--- src/rtl/spy_chain_sequencer_if.sv ---
// Bundle between the spy-chain sequencer, its readout logic and the delay chain.
// The slave side is the sequencer; the master side starts runs and returns the chain output.
interface spy_chain_sequencer_if #(
  parameter int unsigned CNT_W       = 8,
  parameter int unsigned TRIALS_LOG2 = 4
);
  logic                         start;
  logic                         busy;
  logic                         done;
  logic                         timeout_err;
  logic [CNT_W+TRIALS_LOG2-1:0] lat_sum;
  logic [CNT_W-1:0]             lat_min;
  logic [CNT_W-1:0]             lat_max;
  logic                         path_input;
  logic                         path_result;

  modport master (
    output start, path_result,
    input  busy, done, timeout_err, lat_sum, lat_min, lat_max, path_input
  );

  modport slave (
    input  start, path_result,
    output busy, done, timeout_err, lat_sum, lat_min, lat_max, path_input
  );
endinterface

--- src/rtl/spy_chain_sequencer.sv ---
// Launches alternating edges into a spy delay chain and measures, in clock cycles, how long each
// edge takes to reappear at the synchronized chain output; keeps sum/min/max over a run.
module spy_chain_sequencer #(
  parameter int unsigned CNT_W       = 8,
  parameter int unsigned TRIALS_LOG2 = 4,
  parameter int unsigned SETTLE      = 4,
  parameter int unsigned TIMEOUT     = 200,
  parameter int unsigned INVERT      = 0
) (
  input logic                  clk,
  input logic                  rst,
  spy_chain_sequencer_if.slave bus
);

  localparam int unsigned SUM_W = CNT_W + TRIALS_LOG2;
  localparam int unsigned SET_W = (SETTLE > 1) ? $clog2(SETTLE) : 1;

  localparam logic [SET_W-1:0]     settleLast = SET_W'(SETTLE - 1);
  localparam logic [CNT_W-1:0]     timeoutVal = CNT_W'(TIMEOUT);
  localparam logic [TRIALS_LOG2:0] numTrials  = {1'b1, {TRIALS_LOG2{1'b0}}};
  localparam logic                 invBit     = (INVERT != 0);

  typedef enum logic [2:0] {StIdle, StSettle, StMeasure, StAccum, StDone} stateE;

  stateE                stateQ;
  logic                 s1, s2;
  logic [SET_W-1:0]     settleCnt;
  logic [CNT_W-1:0]     cnt;
  logic [CNT_W-1:0]     lat;
  logic [TRIALS_LOG2:0] trial;

  logic                 busyQ;
  logic                 doneQ;
  logic                 timeoutErrQ;
  logic [SUM_W-1:0]     latSumQ;
  logic [CNT_W-1:0]     latMinQ;
  logic [CNT_W-1:0]     latMaxQ;
  logic                 pathInputQ;

  logic [CNT_W-1:0]     cntInc;
  logic [TRIALS_LOG2:0] trialInc;
  logic [SUM_W-1:0]     latExt;
  logic                 expected;

  assign cntInc   = cnt + CNT_W'(1);
  assign trialInc = trial + (TRIALS_LOG2 + 1)'(1);
  assign latExt   = {{TRIALS_LOG2{1'b0}}, lat};
  assign expected = pathInputQ ^ invBit;

  assign bus.busy        = busyQ;
  assign bus.done        = doneQ;
  assign bus.timeout_err = timeoutErrQ;
  assign bus.lat_sum     = latSumQ;
  assign bus.lat_min     = latMinQ;
  assign bus.lat_max     = latMaxQ;
  assign bus.path_input  = pathInputQ;

  // path_result is asynchronous to clk; only s2 is ever looked at.
  always_ff @(posedge clk or posedge rst) begin
    if (rst) begin
      s1 <= 1'b0;
      s2 <= 1'b0;
    end else begin
      s1 <= bus.path_result;
      s2 <= s1;
    end
  end

  always_ff @(posedge clk or posedge rst) begin
    if (rst) begin
      stateQ      <= StIdle;
      settleCnt   <= '0;
      cnt         <= '0;
      lat         <= '0;
      trial       <= '0;
      busyQ       <= 1'b0;
      doneQ       <= 1'b0;
      timeoutErrQ <= 1'b0;
      latSumQ     <= '0;
      latMinQ     <= '1;
      latMaxQ     <= '0;
      pathInputQ  <= 1'b0;
    end else begin
      case (stateQ)
        StIdle: begin
          if (bus.start) begin
            busyQ       <= 1'b1;
            timeoutErrQ <= 1'b0;
            latSumQ     <= '0;
            latMinQ     <= '1;
            latMaxQ     <= '0;
            trial       <= '0;
            settleCnt   <= '0;
            stateQ      <= StSettle;
          end
        end
        StSettle: begin
          if (settleCnt == settleLast) begin
            pathInputQ <= ~pathInputQ;
            cnt        <= '0;
            stateQ     <= StMeasure;
          end else begin
            settleCnt <= settleCnt + SET_W'(1);
          end
        end
        StMeasure: begin
          if (s2 == expected) begin
            lat    <= cntInc;
            stateQ <= StAccum;
          end else if (cntInc == timeoutVal) begin
            // Abort leaves the partial accumulators visible to the readout.
            timeoutErrQ <= 1'b1;
            busyQ       <= 1'b0;
            doneQ       <= 1'b1;
            stateQ      <= StDone;
          end else begin
            cnt <= cntInc;
          end
        end
        StAccum: begin
          latSumQ   <= latSumQ + latExt;
          trial     <= trialInc;
          settleCnt <= '0;
          if (lat < latMinQ) latMinQ <= lat;
          if (lat > latMaxQ) latMaxQ <= lat;
          if (trialInc == numTrials) begin
            busyQ  <= 1'b0;
            doneQ  <= 1'b1;
            stateQ <= StDone;
          end else begin
            stateQ <= StSettle;
          end
        end
        StDone: begin
          doneQ  <= 1'b0;
          stateQ <= StIdle;
        end
        default: stateQ <= StIdle;
      endcase
    end
  end

endmodule

--- src/flat_wrapper.sv ---
// flat-port wrapper written by rule: the top's interface ports become plain ports
module spy_chain_sequencer_flat 
#(
  parameter int unsigned CNT_W       = 8,
  parameter int unsigned TRIALS_LOG2 = 4,
  parameter int unsigned SETTLE      = 4,
  parameter int unsigned TIMEOUT     = 200,
  parameter int unsigned INVERT      = 0
)
  (clk, rst, bus_start, bus_path_result, bus_busy, bus_done, bus_timeout_err, bus_lat_sum, bus_lat_min, bus_lat_max, bus_path_input);
  spy_chain_sequencer_if #(.CNT_W(CNT_W), .TRIALS_LOG2(TRIALS_LOG2)) bus_i ();
  input logic clk;
  input logic rst;
  input wire logic [$bits(bus_i.start)-1:0] bus_start;
  input wire logic [$bits(bus_i.path_result)-1:0] bus_path_result;
  output wire logic [$bits(bus_i.busy)-1:0] bus_busy;
  output wire logic [$bits(bus_i.done)-1:0] bus_done;
  output wire logic [$bits(bus_i.timeout_err)-1:0] bus_timeout_err;
  output wire logic [$bits(bus_i.lat_sum)-1:0] bus_lat_sum;
  output wire logic [$bits(bus_i.lat_min)-1:0] bus_lat_min;
  output wire logic [$bits(bus_i.lat_max)-1:0] bus_lat_max;
  output wire logic [$bits(bus_i.path_input)-1:0] bus_path_input;
  assign bus_i.start = bus_start;
  assign bus_i.path_result = bus_path_result;
  assign bus_busy = bus_i.busy;
  assign bus_done = bus_i.done;
  assign bus_timeout_err = bus_i.timeout_err;
  assign bus_lat_sum = bus_i.lat_sum;
  assign bus_lat_min = bus_i.lat_min;
  assign bus_lat_max = bus_i.lat_max;
  assign bus_path_input = bus_i.path_input;
  spy_chain_sequencer #(.CNT_W(CNT_W), .TRIALS_LOG2(TRIALS_LOG2), .SETTLE(SETTLE), .TIMEOUT(TIMEOUT), .INVERT(INVERT)) u_core (.clk(clk), .rst(rst), .bus(bus_i));
endmodule
--- config.mk ---
export PLATFORM = sky130hd
export DESIGN_NAME = spy_chain_sequencer_flat
export DESIGN_NICKNAME = d
export VERILOG_FILES = /design/src/rtl/spy_chain_sequencer_if.sv /design/src/rtl/spy_chain_sequencer.sv /design/src/flat_wrapper.sv
export SDC_FILE = /design/constraint.sdc
export NUM_CORES = 1
export LEC_CHECK = 0
export ABC_AREA = 0
export CORE_MARGIN = 2
export CORE_UTILIZATION = 40
export DETAILED_ROUTE_END_ITERATION = 12
export PLACE_DENSITY = 0.64
export SYNTH_ARGS = -nofsm -noshare
export SYNTH_HDL_FRONTEND = slang
export SYNTH_SLANG_ARGS = --single-unit
--- constraint.sdc ---
create_clock -name clk -period 6.41 [get_ports clk]
set_input_delay 1.282 -clock clk [delete_from_list [all_inputs] [get_ports clk]]
set_output_delay 1.282 -clock clk [all_outputs]
set_load 0.1 [all_outputs]
==> run summary, run 1 <==
Outcome = finished, final reports clean
RSZ-0062 raised after global routing = false
Die W = 98.0 um
Worst Setup Slack, final = 3.08 ns
Gr ovfl total = 0
Syn nets = 402
Post-layout util = 0.483
Yosys warning count = 0
Post-route DRC = 0
Maximum vdd drop = 244 uV
Bufs on Longest Clock Path = 2
Reg2reg setup slack = 4.00 ns
HP Class = reg -> reg
CP startpoint kind = flop
Layout cells sized above 1 = 0.107
Inserted Diodes = 0
Die height = 98.0 um
Post-synth cell types = 52
All-Layer GR Usage = 0.167
Global-route wire length before repair = 12900 um
Reg-to-Reg Start = u_core.lat[3]
GPL Wtd Cong = 0.832
Row Count = 34
Asr flop ratio synth = 1.00
Iter 0 DRT Violations = 135
PwrDens = 522 mW/mm^2
CP arrival = 2.05 ns
GRT busiest layer = met2
Cells after Synth = 369
Die ar. = 0.00960 sq mm
Register bit total from synthesis = 60
Synth Area per Inst = 9.57 sq um
Post-route minimum period = 3.33 ns
Core area = 0.00864 sq mm
Post-Route Setup TNS = 0 ns
Cell family with most CP delay = buffers and inverters
Number of H-tree levels = 3
# setup viols final = 0
Clock Skew = 0.0113 ns
Post-CTS Hold Fix Bufs = 0
CP cell instances = clkdlybuf4s50_1
Bufs and invs on worst path = 1
Area growth, synth to finish = 18.2%
Largest net degree at the start of global routing = 61
Dpl cells = 502
Met1 global-route usage = 0.231
Most common cell in the netlist = dfrtp_1
Routed wire per std cell = 14.7 um
Initial antenna violation count = 0
Pre-Repair DR Iteration Count = 5
Kind of critical path = reg -> out
# Post-CTS Setup Buffers = 0
Post-synth EDFFs = 0
P_leak = 1.95 nW
Worst slack at placement = 3.23 ns
Crit end category = primary output
Clk sinks = 60
Met2 usage = 0.253
Hold Crit Depth = 0
CTS tree = built
Clock latency reported for the late side of the worst-skew pair = 0.35 ns
Ports = 36
Clock Tree Root = clkbuf_8
Max_slew headroom = 0.337
Synthesized area = 0.00353 sq mm
Via count = 2787
Synth cell count leaders = dfrtp_1 (52), nand2_1 (47), inv_1 (31), o21ai_0 (31), ha_1 (28)
WP data required = 5.13 ns
Post-CTS sizing = 0
CP peak stage delay = 1.14 ns
Largest cells by area after synthesis = dfrtp_1 (37%), ha_1 (9.9%), dfstp_2 (6.0%)
Post-route ant nets = 0
Reg clk slew, reported paths = 0.07 ns
Multi-input gate area = 0.00186 sq mm
FF+latch area = 0.00151 sq mm
Final #Nets = 438
Cell depth of the worst setup path = 1
Leading area contributor after synthesis = dfrtp_1
TritonCTS Buffers = 9
Min-delay src = u_core.s1
Initial Utilization = 0.409
Met3 Track Usage GR = 0.0308
FF-to-FF End = u_core.bus.lat_max[7]
Slowest cell on the critical path = clkdlybuf4s50_1
Fill cell count = 821
Worst-path maximum fanout = 3
Synth Flop Type = dfrtp_1
Hold EP = u_core.s2
Final WL = 7590 um
Worst Reg-to-Reg Cells = 6
Vias per cell = 5.38
Max Clk Rate = 0.300 GHz
Final non-filler cell total = 518
Vias in the first global route = 2686
Slew @ Worst Pin = 0.988 ns
Fin crit share = 0.520
Max-cap violation count = 0
Synth top area share = 0.368
Hold Vio Cnt, Final = 0
Max Slew Vio Count = 0
Seq/Total Area, Yosys = 0.428
IO Port Bufs = 35
DPL Wire Length = 5400 um
## cell type report
class,instances,area share
inverter,31,0.0279
timing repair buffer,36,0.0857
sequential,60,0.362
tap,108,0.0324
clock buffer,11,0.0339
multi-input combinational,267,0.445
clock inverter,5,0.0126
## registers in the layout (all words and copies together) (netlist names), 2 cells and up
name / count
u_core.bus.lat_max: 8
u_core.bus.lat_min: 8
u_core.bus.lat_sum: 12
u_core.cnt: 8
u_core.lat: 8
u_core.settleCnt: 2
u_core.stateQ: 3
u_core.trial: 5
## metal layers
| metal | share of wire | up-vias |
|---|---|---|
| met5 | 0 | - |
| met4 | 0.025 | 0 |
| met3 | 0.044 | 13 |
| met2 | 0.46 | 73 |
| met1 | 0.47 | 1316 |
| li1 | - | 1385 |
## where the power goes
| group | internal (mW) | total (mW) | switching (mW) | leakage [nW] |
|---|---|---|---|---|
| Sequential | 0.506 | 0.651 | 0.145 | 0.773 |
| Combinational | 0.371 | 1.18 | 0.814 | 1.08 |
| Clock | 0.188 | 0.343 | 0.155 | 0.0991 |
## kinds of logic (layout without fill, tap and decap cells)
kind of cell	count (synthesis)	count (layout)	synth area share
flip-flops	60	60	0.428
multiplexers	22	22	0.0652
adder cells (fa/ha/maj)	29	29	0.105
XOR/XNOR	11	11	0.0294
buffers and inverters	42	83	0.0457
AO/OA/AOI/OAI	95	95	0.178
AND/OR/NAND/NOR	110	110	0.149
## worst max-delay path by stage
stage                               start                     to  slack, ns
global placement                bus_start  u_core.bus.lat_sum[6]       3.30
global route        u_core.bus.lat_min[0]         bus_lat_min[0]       3.05
detailed placement              bus_start  u_core.bus.lat_sum[6]       3.23
finish              u_core.bus.lat_min[0]         bus_lat_min[0]       3.08
CTS                 u_core.bus.lat_min[0]         bus_lat_min[0]       3.07
floorplan                             rst        u_core.bus.busy       3.66
## stage by stage
step | area, sq um | hold WS [ns] | power, mW
floorplan | 3530 | 0.331 | 1.58
global placement | 3980 | 0.343 | 1.83
detailed placement | 3980 | 0.337 | 1.85
CTS | 4170 | 0.364 | 2.20
global route | 4170 | 0.371 | 2.33
finish | 4170 | 0.356 | 2.18
## layout by cell type, fill, tap and decap left out, types with 4 or more instances in the layout
master	n
mux2_2	8
xnor2_1	4
dfrtp_1	52
clkbuf_8	10
clkdlybuf4s50_1	35
nand3_1	9
nand2b_1	5
o22ai_1	4
a211oi_1	4
a31oi_1	8
nand2_1	47
mux2i_1	14
a21o_1	7
xor2_1	6
o21ai_0	31
a21oi_1	18
inv_1	30
or2_2	4
ha_1	28
nand4_1	4
dfstp_2	8
nor2_1	21
Power figures use the tool's default switching activity.
==> inputs of run 2 (changes only) <==
==> constraint.sdc (replaced) <==
create_clock -name clk -period 3.2 [get_ports clk]
set_input_delay 0.64 -clock clk [delete_from_list [all_inputs] [get_ports clk]]
set_output_delay 0.64 -clock clk [all_outputs]
set_load 0.1 [all_outputs]
==> run 2 against run 1 <==
Worst hold slack better by 0.0043 ns. Via count up 0.25%. Clock skew fell by 0.0053 ns. Final area is 0.99% lower. Wire length is 5.2% higher. Clock power rose by 92%. Die area stayed put. Critical path type is now reg -> reg. Cell count is 1.2% higher. Clock-buffer cell count increased by 1. Highest routed layer unchanged.
==> run summary, run 2 (synthesized netlist as in run 1, its figures left out) <==
Core area = 0.00864 sq mm (unchanged)
WP data required = 3.47 ns (was 5.13 ns)
# setup viols final = 0 (unchanged)
Switching part of the total power = 0.521 (was 0.511)
Vias per cell = 5.33 (was 5.38)
Internal power = 2.08 mW (was 1.07 mW)
Clk sinks = 60 (unchanged)
Post-route DRC = 0 (unchanged)
Initial antenna violation count = 0 (unchanged)
Clock latency reported for the late side of the worst-skew pair = 0.35 ns (about the same)
Clock power frac = 0.151 (was 0.157)
CP cell instances = ha_1 > a21o_1 > a21oi_1 > a21boi_0 > o31ai_2 > buf_4 > mux2i_1 (was clkdlybuf4s50_1)
Routed wire per std cell = 15.2 um (was 14.7 um)
Fin area = 0.00413 sq mm (was 0.00417 sq mm)
Largest net degree at the start of global routing = 32 (was 61)
IO Port Bufs = 35 (unchanged)
Clock Skew = 0.00602 ns (was 0.0113 ns)
Vias in the first global route = 2802 (was 2686)
TritonCTS Buffers = 9 (unchanged)
Flop pwr share = 0.302 (was 0.299)
Global-route wire length before repair = 13800 um (was 12900 um)
Commonest cells after routing, fill and taps aside = dfrtp_1 (52), nand2_1 (47), buf_4 (39) (was dfrtp_1 (52), nand2_1 (47), clkdlybuf4s50_1 (35))
PwrDens = 1050 mW/mm^2 (was 522 mW/mm^2)
Iter 0 DRT Violations = 120 (was 135)
# Post-CTS Setup Buffers = 0 (unchanged)
Post-route ant nets = 0 (unchanged)
Post-layout util = 0.479 (was 0.483)
Fill cell count = 826 (was 821)
Final #Nets = 444 (was 438)
Most common cell after layout, fill and taps aside = dfrtp_1 (unchanged)
Crit end category = flop (was primary output)
Pre-Repair DR Iteration Count = 4 (was 5)
FF+latch area = 0.00151 sq mm (unchanged)
Multi-input gate area = 0.00186 sq mm (unchanged)
Max-cap violation count = 0 (unchanged)
Final WL = 7990 um (was 7590 um)
Fin crit share = 0.702
P_leak = 2.03 nW (was 1.95 nW)
Post-CTS sizing = 0 (unchanged)
Slew @ Worst Pin = 0.610 ns (was 0.988 ns)
Max_slew headroom = 0.591 (was 0.337)
Worst-path maximum fanout = 6 (was 3)
CP peak stage delay = 0.52 ns (was 1.14 ns)
DPL Wire Length = 5850 um (was 5400 um)
Layout cells sized above 1 = 0.200 (was 0.107)
Post-route minimum period = 2.25 ns
Initial Utilization = 0.409 (unchanged)
Reg clk slew, reported paths = 0.07 ns (about the same)
Ports = 36 (unchanged)
Max Slew Vio Count = 0 (unchanged)
Hold Vio Cnt, Final = 0 (unchanged)
Post-CTS Hold Fix Bufs = 0 (unchanged)
Clock Tree Root = clkbuf_8 (unchanged)
GPL Wtd Cong = 0.848 (was 0.832)
Gr ovfl total = 0 (unchanged)
Maximum vdd drop = 494 uV (was 244 uV)
Via count = 2794 (was 2787)
Kind of critical path = reg -> reg (was reg -> out)
Outcome = finished, final reports clean (unchanged)
Dpl cell area = 0.00395 sq mm (was 0.00398 sq mm)
Row Count = 34 (unchanged)
HP Class = reg -> reg (unchanged)
Cell family with most CP delay = compound AO/OA/AOI/OAI gates (was buffers and inverters)
Inserted Diodes = 0 (unchanged)
Bufs and invs on worst path = 1 (unchanged)
Max Clk Rate = 0.445 GHz
P_sw = 2.26 mW (was 1.11 mW)
Die height = 98.0 um (unchanged)
Bufs on Longest Clock Path = 2 (unchanged)
Number of flip-flops in the largest register = 12 (unchanged)
CP arrival = 2.52 ns (was 2.05 ns)
Number of H-tree levels = 3 (unchanged)
Slowest cell on the critical path = o31ai_2 (was clkdlybuf4s50_1)
All-Layer GR Usage = 0.178 (was 0.167)
Total power = 4.35 mW (was 2.18 mW)
Die ar. = 0.00960 sq mm (unchanged)
Area growth, synth to finish = 17.0% (was 18.2%)
CP startpoint kind = flop (unchanged)
Die W = 98.0 um (unchanged)
Combinational share of power = 0.547 (was 0.544)
CTS tree = built (unchanged)
Post-Route Setup TNS = 0 ns (unchanged)
RSZ-0062 raised after global routing = false (unchanged)
[run 2: power by group through the flow]
stage	logic, mW	clock network (mW)	registers [mW]
final	2.38	0.657	1.31
after global routing	2.58	0.713	1.35
after global placement	2.34	0	1.32
after floorplan	1.05	0	2.12
after CTS	2.39	0.676	1.31
after detailed placement	2.39	0	1.33
[run 2: path summary, 6_finish.rpt]
path	startpoint	to	slack [ns]	cells past startpoint
setup / recovery	u_core.lat[3]	u_core.bus.lat_max[2]	0.95	7
hold / removal	u_core.s1	u_core.s2	0.36	0
setup reg to reg	u_core.lat[3]	u_core.bus.lat_max[2]	0.95	7
hold reg to reg	u_core.s1	u_core.s2	0.36	0
max in group asynchronous	rst	u_core.bus.lat_min[1]	2.15	3
min in group asynchronous	rst	u_core.settleCnt[1]	0.68	3
[run 2: metal layers]
| layer | GRT usage | wire length (um) |
|---|---|---|
| met5 | 0 | 0 |
| met4 | 0.0534 | 111 |
| met3 | 0.0415 | 321 |
| met2 | 0.279 | 3700 |
| met1 | 0.248 | 3850 |
[run 2: final cells by class]
cell class | count | area share
clock inverters | 4 | 0.00545
inverters | 31 | 0.0282
well taps | 108 | 0.0327
flip-flops and latches | 60 | 0.366
clock buffers | 12 | 0.0400
multi-input cells | 267 | 0.450
repair buffers | 42 | 0.0781
[run 2: metrics by stage]
stage / cells / setup WS (ns) / hold slack, ns
3_3_place_gp: 508 / 0.815 / 0.339
6_report: 524 / 0.953 / 0.361
3_5_place_dp: 508 / 0.794 / 0.344
5_1_grt: 524 / 0.793 / 0.381
4_1_cts: 524 / 0.940 / 0.360
2_1_floorplan: 369 / 0.539 / 0.331
==> inputs of run 3 (changes only) <==
==> constraint.sdc (replaced) <==
create_clock -name clk -period 2.3 [get_ports clk]
set_input_delay 0.46 -clock clk [delete_from_list [all_inputs] [get_ports clk]]
set_output_delay 0.46 -clock clk [all_outputs]
set_load 0.1 [all_outputs]
==> run 3 against run 2 <==
Cell count up 1.3%. Sequential share of layout area down 0.60 points. Sequential power up 39%. Clock power up 60%. First-iteration DRC count up 5.8%. Die area unchanged. Maximum frequency up 4.9%. Critical path depth down 1. Wire length down 1.5%. Worst setup slack worse by 0.80 ns. Worst hold slack worse by 0.0066 ns. Non-clock buffer count up 7.
==> run summary, run 3 (synthesized netlist as in run 1, its figures left out) <==
P_leak = 2.06 nW (was 2.03 nW)
Post-route ant nets = 0 (unchanged)
Most common cell after layout, fill and taps aside = nand2_1 (was dfrtp_1)
Ports = 36 (unchanged)
# setup viols final = 0 (unchanged)
Maximum vdd drop = 787 uV (was 494 uV)
WP data required = 2.57 ns (was 3.47 ns)
Largest net degree at the start of global routing = 61 (was 32)
CTS tree = built (unchanged)
Fin area = 0.00425 sq mm (was 0.00413 sq mm)
HP Class = reg -> reg (unchanged)
Bufs and invs on worst path = 1 (unchanged)
Worst-path maximum fanout = 8 (was 6)
P_sw = 3.15 mW (was 2.26 mW)
Internal power = 3.14 mW (was 2.08 mW)
Total power = 6.30 mW (was 4.35 mW)
Max Slew Vio Count = 0 (unchanged)
RSZ-0062 raised after global routing = false (unchanged)
PwrDens = 1480 mW/mm^2 (was 1050 mW/mm^2)
Worst Setup Slack, final = 0.158 ns (was 0.953 ns)
Row Count = 34 (unchanged)
Vias per cell = 5.23 (was 5.33)
Final non-filler cell total = 531 (was 524)
Post-CTS Hold Fix Bufs = 0 (unchanged)
Number of flip-flops in the largest register = 12 (unchanged)
TritonCTS Buffers = 9 (unchanged)
CP peak stage delay = 0.62 ns (was 0.52 ns)
Final WL = 7860 um (was 7990 um)
Fill cell count = 834 (was 826)
CP arrival = 2.41 ns (was 2.52 ns)
Die W = 98.0 um (unchanged)
Post-route DRC = 0 (unchanged)
Die ar. = 0.00960 sq mm (unchanged)
WHS = 0.354 ns (was 0.361 ns)
DPL Wire Length = 5760 um (was 5850 um)
Bufs on Longest Clock Path = 2 (unchanged)
Slowest cell on the critical path = dfstp_4 (was o31ai_2)
Clock Skew = 0.00846 ns (was 0.00602 ns)
Reg2reg setup slack = 0.16 ns (was 0.95 ns)
CP startpoint kind = flop (unchanged)
Max-cap violation count = 0 (unchanged)
Initial antenna violation count = 0 (unchanged)
All-Layer GR Usage = 0.173 (was 0.178)
Number of H-tree levels = 3 (unchanged)
# Post-CTS Setup Buffers = 0 (unchanged)
Iter 0 DRT Violations = 127 (was 120)
Vias in the first global route = 2710 (was 2802)
Combinational share of power = 0.544 (was 0.547)
Cell family with most CP delay = compound AO/OA/AOI/OAI gates (unchanged)
Post-Route Setup TNS = 0 ns (unchanged)
CP cell instances = inv_1 > ha_1 > a21o_1 > a211oi_1 > o211ai_2 > mux2_2 (was ha_1 > a21o_1 > a21oi_1 > a21boi_0 > o31ai_2 > buf_4 > mux2i_1)
Final #Nets = 451 (was 444)
Area growth, synth to finish = 20.4% (was 17.0%)
Initial Utilization = 0.409 (unchanged)
Post-route minimum period = 2.14 ns (was 2.25 ns)
Dpl cell area = 0.00404 sq mm (was 0.00395 sq mm)
Commonest cells after routing, fill and taps aside = nand2_1 (47), buf_4 (45), dfrtp_1 (40) (was dfrtp_1 (52), nand2_1 (47), buf_4 (39))
Clock latency reported for the late side of the worst-skew pair = 0.34 ns (was 0.35 ns)
Clock power frac = 0.167 (was 0.151)
Gr ovfl total = 0 (unchanged)
Slew @ Worst Pin = 0.523 ns (was 0.610 ns)
IO Port Bufs = 35 (unchanged)
Reg clk slew, reported paths = 0.07 ns (about the same)
Fin crit share = 0.931 (was 0.702)
Via count = 2776 (was 2794)
Core area = 0.00864 sq mm (unchanged)
Post-CTS sizing = 0 (unchanged)
Hold Vio Cnt, Final = 0 (unchanged)
Layout cells sized above 1 = 0.239 (was 0.200)
Die height = 98.0 um (unchanged)
Crit end category = flop (unchanged)
Max Clk Rate = 0.467 GHz (was 0.445 GHz)
Post-layout util = 0.493 (was 0.479)
Max_slew headroom = 0.651 (was 0.591)
Pre-Repair DR Iteration Count = 4 (unchanged)
Kind of critical path = reg -> reg (unchanged)
Switching part of the total power = 0.501 (was 0.521)
Clk sinks = 60 (unchanged)
Global-route wire length before repair = 13300 um (was 13800 um)
Inserted Diodes = 0 (unchanged)
Outcome = finished, final reports clean (unchanged)
Routed wire per std cell = 14.8 um (was 15.2 um)
Worst slack at placement = 0.150 ns (was 0.794 ns)
Clock Tree Root = clkbuf_8 (unchanged)
Flop pwr share = 0.289 (was 0.302)
GPL Wtd Cong = 0.829 (was 0.848)
Dpl cells = 515 (was 508)
[run 3: path summary, 6_finish.rpt]
| kind | startpoint | end | depth (start not counted) |
|---|---|---|---|
| setup reg to reg | u_core.bus.lat_min[6] | u_core.bus.lat_min[6] | 6 |
| setup / recovery | u_core.bus.lat_min[6] | u_core.bus.lat_min[6] | 6 |
| max in group asynchronous | rst | u_core.bus.lat_min[1] | 3 |
| hold reg to reg | u_core.s1 | u_core.s2 | 0 |
| hold / removal | u_core.s1 | u_core.s2 | 0 |
| min in group asynchronous | rst | u_core.bus.done | 3 |
[run 3: cell type report]
| cell class | instances | area [sq um] | share of cell area |
|---|---|---|---|
| Clock buffer | 11 | 141 | 0.0332 |
| Clock inverter | 5 | 75.1 | 0.0176 |
| Inverter | 31 | 116 | 0.0274 |
| Multi-Input combinational cell | 267 | 1870 | 0.439 |
| Sequential cell | 60 | 1530 | 0.360 |
| Tap cell | 108 | 135 | 0.0318 |
| Timing Repair Buffer | 49 | 388 | 0.0912 |
[run 3: per-layer routing]
metal  GRT usage  vias to the layer above  part of all wire
met4      0.0545                        0             0.012
li1            -                     1403                 -
met2       0.271                       41              0.46
met1       0.239                     1322              0.49
met3      0.0394                       10             0.032
met5           0                        -                 0
[run 3: power groups by stage]
| stage | combinational, mW | clock, mW | sequential (mW) |
|---|---|---|---|
| final | 3.43 | 1.05 | 1.82 |
| after CTS | 3.45 | 1.09 | 1.82 |
| after floorplan | 1.47 | 0 | 2.98 |
| after detailed placement | 3.44 | 0 | 1.84 |
| after global placement | 3.39 | 0 | 1.83 |
| after global routing | 3.73 | 1.14 | 1.87 |
